--- config.mk ---
export PLATFORM = sky130hd
export DESIGN_NAME = node_basic_n
export DESIGN_NICKNAME = d
export VERILOG_FILES = /design/src/rtl/node_basic_n.sv
export SDC_FILE = /design/constraint.sdc
export NUM_CORES = 1
export LEC_CHECK = 0
export BUFFER_PORTS_ARGS = -buffer_cell sky130_fd_sc_hd__buf_4
export CAP_MARGIN = 0
export CORE_MARGIN = 8
export CORE_UTILIZATION = 45
export CTS_CLUSTER_SIZE = 40
export DETAILED_ROUTE_END_ITERATION = 7
export PLACE_DENSITY = 0.7
export SETUP_SLACK_MARGIN = 0.4
export SLEW_MARGIN = 10
export SYNTH_ARGS = -nofsm -noshare
export SYNTH_HDL_FRONTEND = slang
export SYNTH_SLANG_ARGS = --single-unit
--- constraint.sdc ---
create_clock -name CLK -period 5.49 [get_ports CLK]
set_input_delay 1.3725 -clock CLK [delete_from_list [all_inputs] [get_ports CLK]]
set_output_delay 1.3725 -clock CLK [all_outputs]
set_load 0.02 [all_outputs]
--- src/rtl/node_basic_n.sv ---
// Leaf node of the computation tree: computes zero / successor / projection on
// operands captured at a start edge and signals completion through RD.
module node_basic_n #(
  parameter int W   = 16,
  parameter int N   = 2,
  parameter int SW  = 1,
  parameter int LAT = 1
) (
  input  logic           CLK,
  input  logic           RST,
  input  logic           ST,
  input  logic [1:0]     OP,
  input  logic [SW-1:0]  SEL,
  input  logic [N*W-1:0] IN,
  output logic           RD,
  output logic [W-1:0]   RES,
  output logic           OVF,
  output logic           ERR,
  output logic           BUSY_HIT
);

  localparam int CW = (LAT > 1) ? $clog2(LAT) : 1;

  // PEND: a start edge landed exactly on the completion edge; RD stays high
  // for one cycle before the new operation's busy window opens.
  typedef enum logic [1:0] {IDLE, BUSY, PEND} state_t;

  state_t          state, state_nx;
  logic            st_old;
  logic [CW-1:0]   cnt, cnt_nx;
  logic            rd_nx, hit_nx, capture, complete;
  logic            start_edge;
  logic [W-1:0]    opnd_sel;
  logic            sel_ok;
  logic [1:0]      op_p0;
  logic            ok_p0;
  logic [W-1:0]    opnd_p0;

  // Packs {result, overflow, error} for the captured operation.
  function automatic logic [W+1:0] eval_p0(input logic [1:0] op, input logic ok,
                                           input logic [W-1:0] v);
    logic [W+1:0] r;
    r = '0;
    if (op == 2'd3 || (op != 2'd0 && !ok)) r[0] = 1'b1;
    else if (op == 2'd1) r = {v + W'(1), &v, 1'b0};
    else if (op == 2'd2) r = {v, 2'b00};
    return r;
  endfunction

  assign start_edge = ST & ~st_old;
  assign sel_ok     = int'(SEL) < N;

  always_comb begin
    opnd_sel = '0;
    for (int k = 0; k < N; k++)
      if (SW'(k) == SEL) opnd_sel = IN[k*W +: W];
  end

  always_comb begin
    state_nx = state;
    cnt_nx   = cnt;
    rd_nx    = RD;
    hit_nx   = 1'b0;
    capture  = 1'b0;
    complete = 1'b0;
    unique case (state)
      IDLE: begin
        if (start_edge) begin
          capture  = 1'b1;
          cnt_nx   = CW'(LAT - 1);
          rd_nx    = 1'b0;
          state_nx = BUSY;
        end
      end
      PEND: begin
        hit_nx   = start_edge;
        cnt_nx   = CW'(LAT - 1);
        rd_nx    = 1'b0;
        state_nx = BUSY;
      end
      BUSY: begin
        if (cnt == '0) begin
          complete = 1'b1;
          rd_nx    = 1'b1;
          if (start_edge) begin
            capture  = 1'b1;
            state_nx = PEND;
          end else begin
            state_nx = IDLE;
          end
        end else begin
          cnt_nx = cnt - CW'(1);
          hit_nx = start_edge;
        end
      end
      default: state_nx = IDLE;
    endcase
  end

  always_ff @(posedge CLK or negedge RST) begin
    if (!RST) begin
      state    <= IDLE;
      st_old   <= 1'b1;
      cnt      <= '0;
      RD       <= 1'b1;
      BUSY_HIT <= 1'b0;
    end else begin
      state    <= state_nx;
      st_old   <= ST;
      cnt      <= cnt_nx;
      RD       <= rd_nx;
      BUSY_HIT <= hit_nx;
    end
  end

  // Stage p0: operation capture at the accepted start edge
  always_ff @(posedge CLK) begin
    if (capture) begin
      op_p0   <= OP;
      ok_p0   <= sel_ok;
      opnd_p0 <= opnd_sel;
    end
  end

  // Stage p1: result registers, written only on completion
  always_ff @(posedge CLK or negedge RST) begin
    if (!RST) begin
      RES <= '0;
      OVF <= 1'b0;
      ERR <= 1'b0;
    end else if (complete) begin
      {RES, OVF, ERR} <= eval_p0(op_p0, ok_p0, opnd_p0);
    end
  end

endmodule

* Word level (Yosys, flattened, before mapping)
Index checks and enable logic that the tools add are counted.
Word-level totals: flip-flop bits (word level) 42, bits in latches 0, bits in writable memories 0, bits in read-only memories 0, input port bits 38, output and inout port bits 20, word-level logic and storage cells 48, memories 0
Cells by class: add/subtract/negate cells 2, multipliers 0, div/mod/pow operators 0, $lt $le $gt $ge 0, equality and inequality tests 7, shift-type cells 0, muxes and demuxes 21, bitwise gates (word level) 2, reductions and logical operators 6
Operators by type and width (count):
- $mux 18 | 2
- $mux 17 | 1
- $add 16x1->16 const B | 1
- $mux 16 | 1
- $reduce_and 16->1 | 1
- $mux 1 | 9
- $eq 2x2->1 const B | 3
- $mux 2 | 3
- $pmux 1 s3 | 2
- $pmux 2 s3 | 1
- $eq 2x1->1 const B | 2
- $ne 2x2->1 const B | 2
- $pmux 1 s2 | 2
- $reduce_and 2->1 | 2
- $reduce_and 3->1 | 1
- $reduce_bool 3->1 | 1
- $logic_not 2->1 | 1
- $and 1x1->1 | 1
- $not 1->1 | 1
- $sub 1x1->1 const B | 1

* Longest topological paths before layout
word-level depth 5, gate-level depth with buffers 7, depth with buffers taken out 6

* Least setup slack after synthesis
OpenSTA, ideal clock, no wires.
path kind input port to flip-flop, start point input ST, end point register op_p0[0], enable pin, library setup time 392 ps, arrival 2305 ps, data required time 5098 ps, setup slack 2792 ps, stages on the path 2, path buffers 0, cell sequence nand2b_1 nor2_1
Between the ends: word-level cells in the longest chain between the ends 4
RTL lines:
- start: declaration | line 11 | input logic ST,
- $and 1x1->1 * | line 50 | assign start_edge = ST & ~st_old;
- $mux 1 * | line 68, 85
- $mux 1 | line 82 | if (cnt == '0) begin
- $pmux 1 s2 * | line 66 | unique case (state)
- named net capture | line 31 | logic rd_nx, hit_nx, capture, complete;
- end signal: assignment | line 119 | op_p0 <= OP;
- end: declaration | line 35 | logic [1:0] op_p0;
The timed path passes the listed nets; every way through them passes the cells marked *. A chain may end at the register's enable or synchronous reset.

* Worst setup path in the final report
start point register state[1], end point register RES[15]
Between the ends: word-level cells in the longest chain between the ends 2
RTL lines:
- start: declaration | line 28 | state_t state, state_nx;
- start signal: assignment | line 108 | state <= state_nx;
- $eq 2x1->1 | line 66
- $mux 1 | line 66
- named net complete | line 31
- end signal: assignment | line 132 | {RES, OVF, ERR} <= eval_p0(op_p0, ok_p0, opnd_p0);
- end: declaration | line 16 | output logic [W-1:0] RES,
The timed path passes the listed nets, and every way through them passes these cells.

==> metrics.cfg <==
[run_status]
status = complete, no violations

[setup_path]
cp_max_fo = 27
crit_buf_inv = 2
critical_path.cell_chain = inv_1 > ha_1 > clkinv_1 > a32oi_1 > o211ai_1
slowest_stage = ha_1
crit_required_ns = 5.65
worst_setup_path_start_kind = register
cpLargestDelayFamily = adder cells
worstRegToRegCells = 5
arrival_ns = 2.49
critical-path-max-stage-delay_ns = 0.77
endpoint_kind = register
path_class = reg -> reg
path_depth = 5
reg2reg_slack_ns = 3.16

[clock_network]
cts.reportedPaths.clkPinSlew_ns = 0.08
clock_latency_ns = 0.29
root_buffer = clkbuf_8
hold_buffers = 0
cts_tree = built
cts-resized-gates = 0
cts.sinks = 41
clockBufferDepth = 2
cts_max_level = 2
cts_made_buffers = 5
post_cts_buffers = 0

[cells_and_area]
antennaDiodeCount = 0
nFillCells = 399
instances_no_fill = 300
area_growth_pct = 25.14
final_common_cell = buf_4
fin_area_um2 = 2703
final_nets = 288
drive_gt1_frac = 0.3780
layout_common_cells = buf_4 (58), dfrtp_1 (21), nor2_1 (18), mux2_2 (18), edfxtp_1 (18)

[synthesis]
synthXorXnorAreaFrac = 0.01217
synth_warnings = 0
ys.flop_type = dfrtp_1
synth-seq-cells = 41
syn_area_um2 = 2160
synth_adder_area_share = 0.02897
synth_top_family_by_area = simple AND/OR/NAND/NOR gates
syn_inst = 189
async_flop_share = 0.5610
ys_seq_area_frac = 0.5180
synth_area_per_cell_um2 = 11.43
synth.area.mux_share = 0.09849
synth_edf_count = 18
ys_types = 48
syn_nets = 232
synth-compound-area-share = 0.1338
synth-simple-area-share = 0.1761

[routing]
drt-total-wl_um = 4837
drc = 0
via_per_inst = 5.733
ant_nets = 0
avgRoutedWirePerCell_um = 16.12
dr.pass1.iters = 4
drtIter0Drc = 138
route.vias.total = 1720

[power_and_ir_drop]
vdd.ir_drop.worst_v = 0.0001693
p_leak_nw = 1.103
power_density_nw_per_um2 = 410.9

[timing]
setup_total_negative_slack_ns = 0
final-setup-viol-count = 0
rsz0062_at_grt = no
worst_pin_slew_ns = 0.9233
final.period_utilization = 0.4240
min_period_ns = 2.328
finalMaxSlewViolations = 0
slew_headroom = 0.3845
final-hold-violation-count = 0
clock_skew_ns = 0.005561
fmax_ghz = 0.4296

[floorplanning]
rows = 25
ioPinCount = 58
die_h_um = 85.28
start_util = 0.4634
die_area_um2 = 7272
die_width_um = 85.28
core_um2 = 4661

[placed_design]
dp.cells = 292
dpl_cell_area_um2 = 2623
gp_congestion = 0.8947
port_buffers = 57
dpl.hpwl_um = 3564

[hold_path]
min_path_cells = 1
hold_class = reg -> reg

[global_routing]
grt.total_usage = 0.1391
grt_pass1_wl_um = 8142
grt_max_degree = 28
antenna_found_initial = 0
grt_remaining_overflow = 0
grt_pass1_vias = 1783

[job]
cap_violations = 0

==> cells in the mapped netlist, types with 2 or more instances <==
cell | count | share of area
o2bb2ai_1 | 2 | 0.0081
nand4b_1 | 2 | 0.0081
dfstp_2 | 2 | 0.024
mux2_2 | 18 | 0.094
nor4_1 | 7 | 0.020
clkbuf_1 | 4 | 0.0070
ha_1 | 5 | 0.029
a21oi_1 | 5 | 0.012
a31o_2 | 2 | 0.0081
xor2_1 | 2 | 0.0081
buf_2 | 5 | 0.012
nor2_1 | 18 | 0.031
a221o_1 | 3 | 0.014
a22o_1 | 2 | 0.0081
nor2b_1 | 5 | 0.014
edfxtp_1 | 18 | 0.25
o21ai_0 | 8 | 0.019
inv_1 | 7 | 0.012
nor3_1 | 4 | 0.0093
dfrtp_1 | 21 | 0.24
a31oi_1 | 3 | 0.0087
nand2_1 | 9 | 0.016
nand3_1 | 8 | 0.019
nand2b_1 | 3 | 0.0087
nand4_1 | 2 | 0.0058
nor3b_1 | 2 | 0.0070
==> stage by stage <==
step / hold WS (ns) / power [mW] / utilization / worst slack (ns)
3_3_place_gp: 0.4712 / 0.9255 / 0.5627 / 3.165
5_1_grt: 0.5008 / 1.182 / 0.5799 / 2.949
6_report: 0.4833 / 1.110 / 0.5799 / 3.162
2_1_floorplan: 0.5220 / 0.7546 / - / 2.792
4_1_cts: 0.4864 / 1.126 / 0.5799 / 3.123
3_5_place_dp: 0.4690 / 0.9353 / 0.5627 / 3.140
==> worst reg2reg max path: cells and delay by family (launching register included) <==
kind | cells | cell delay (ns)
AO/OA/AOI/OAI | 2 | 0.40
buffers and inverters | 2 | 0.62
adder cells (fa/ha/maj) | 1 | 0.77
flip-flops | 1 | 0.41
==> report_power, final <==
| group | internal, mW | switching [mW] | total (mW) |
|---|---|---|---|
| clock network | 0.0903 | 0.0974 | 0.188 |
| logic | 0.201 | 0.241 | 0.442 |
| registers | 0.415 | 0.0652 | 0.481 |
==> per-layer routing <==
metal / global-route usage / up-vias / wire length, um
met5: 0 / - / 0
met4: 0.06369 / 0 / 93
met3: 0.04537 / 7 / 323
met2: 0.2124 / 61 / 2265
met1: 0.1742 / 827 / 2154
li1: - / 825 / -
==> layout make-up <==
| class | instances | area (um^2) | area share |
|---|---|---|---|
| Clock buffer | 8 | 80.08 | 0.02963 |
| Multi-Input combinational cell | 131 | 970.9 | 0.3593 |
| Sequential cell | 41 | 1119 | 0.4139 |
| Tap cell | 54 | 67.56 | 0.02500 |
| Inverter | 8 | 30.03 | 0.01111 |
| Timing Repair Buffer | 58 | 435.4 | 0.1611 |
==> cell families after synthesis <==
family                     Yosys count
muxes                               19
DFF                                 41
buffers and inverters               17
xor gates and xnor gates             3
adders and majority gates            5
AOI/OAI and AO/OA                   38
and+or+nand+nor                     66
==> worst paths after layout <==
path                       startpoint      end
min in group asynchronous         RST  RES[14]
hold reg to reg                   ERR      ERR
setup reg to reg             state[1]  RES[15]
setup / recovery             state[1]  RES[15]
hold / removal                    ERR      ERR
max in group asynchronous         RST       RD
==> registers in the layout, summed over array words and instances, names as in the netlist <==
register,cells
BUSY_HIT,1
ERR,1
OVF,1
RD,1
RES,16
op_p0,2
opnd_p0,16
st_old,1
state,2
Power figures use the tool's default switching activity.
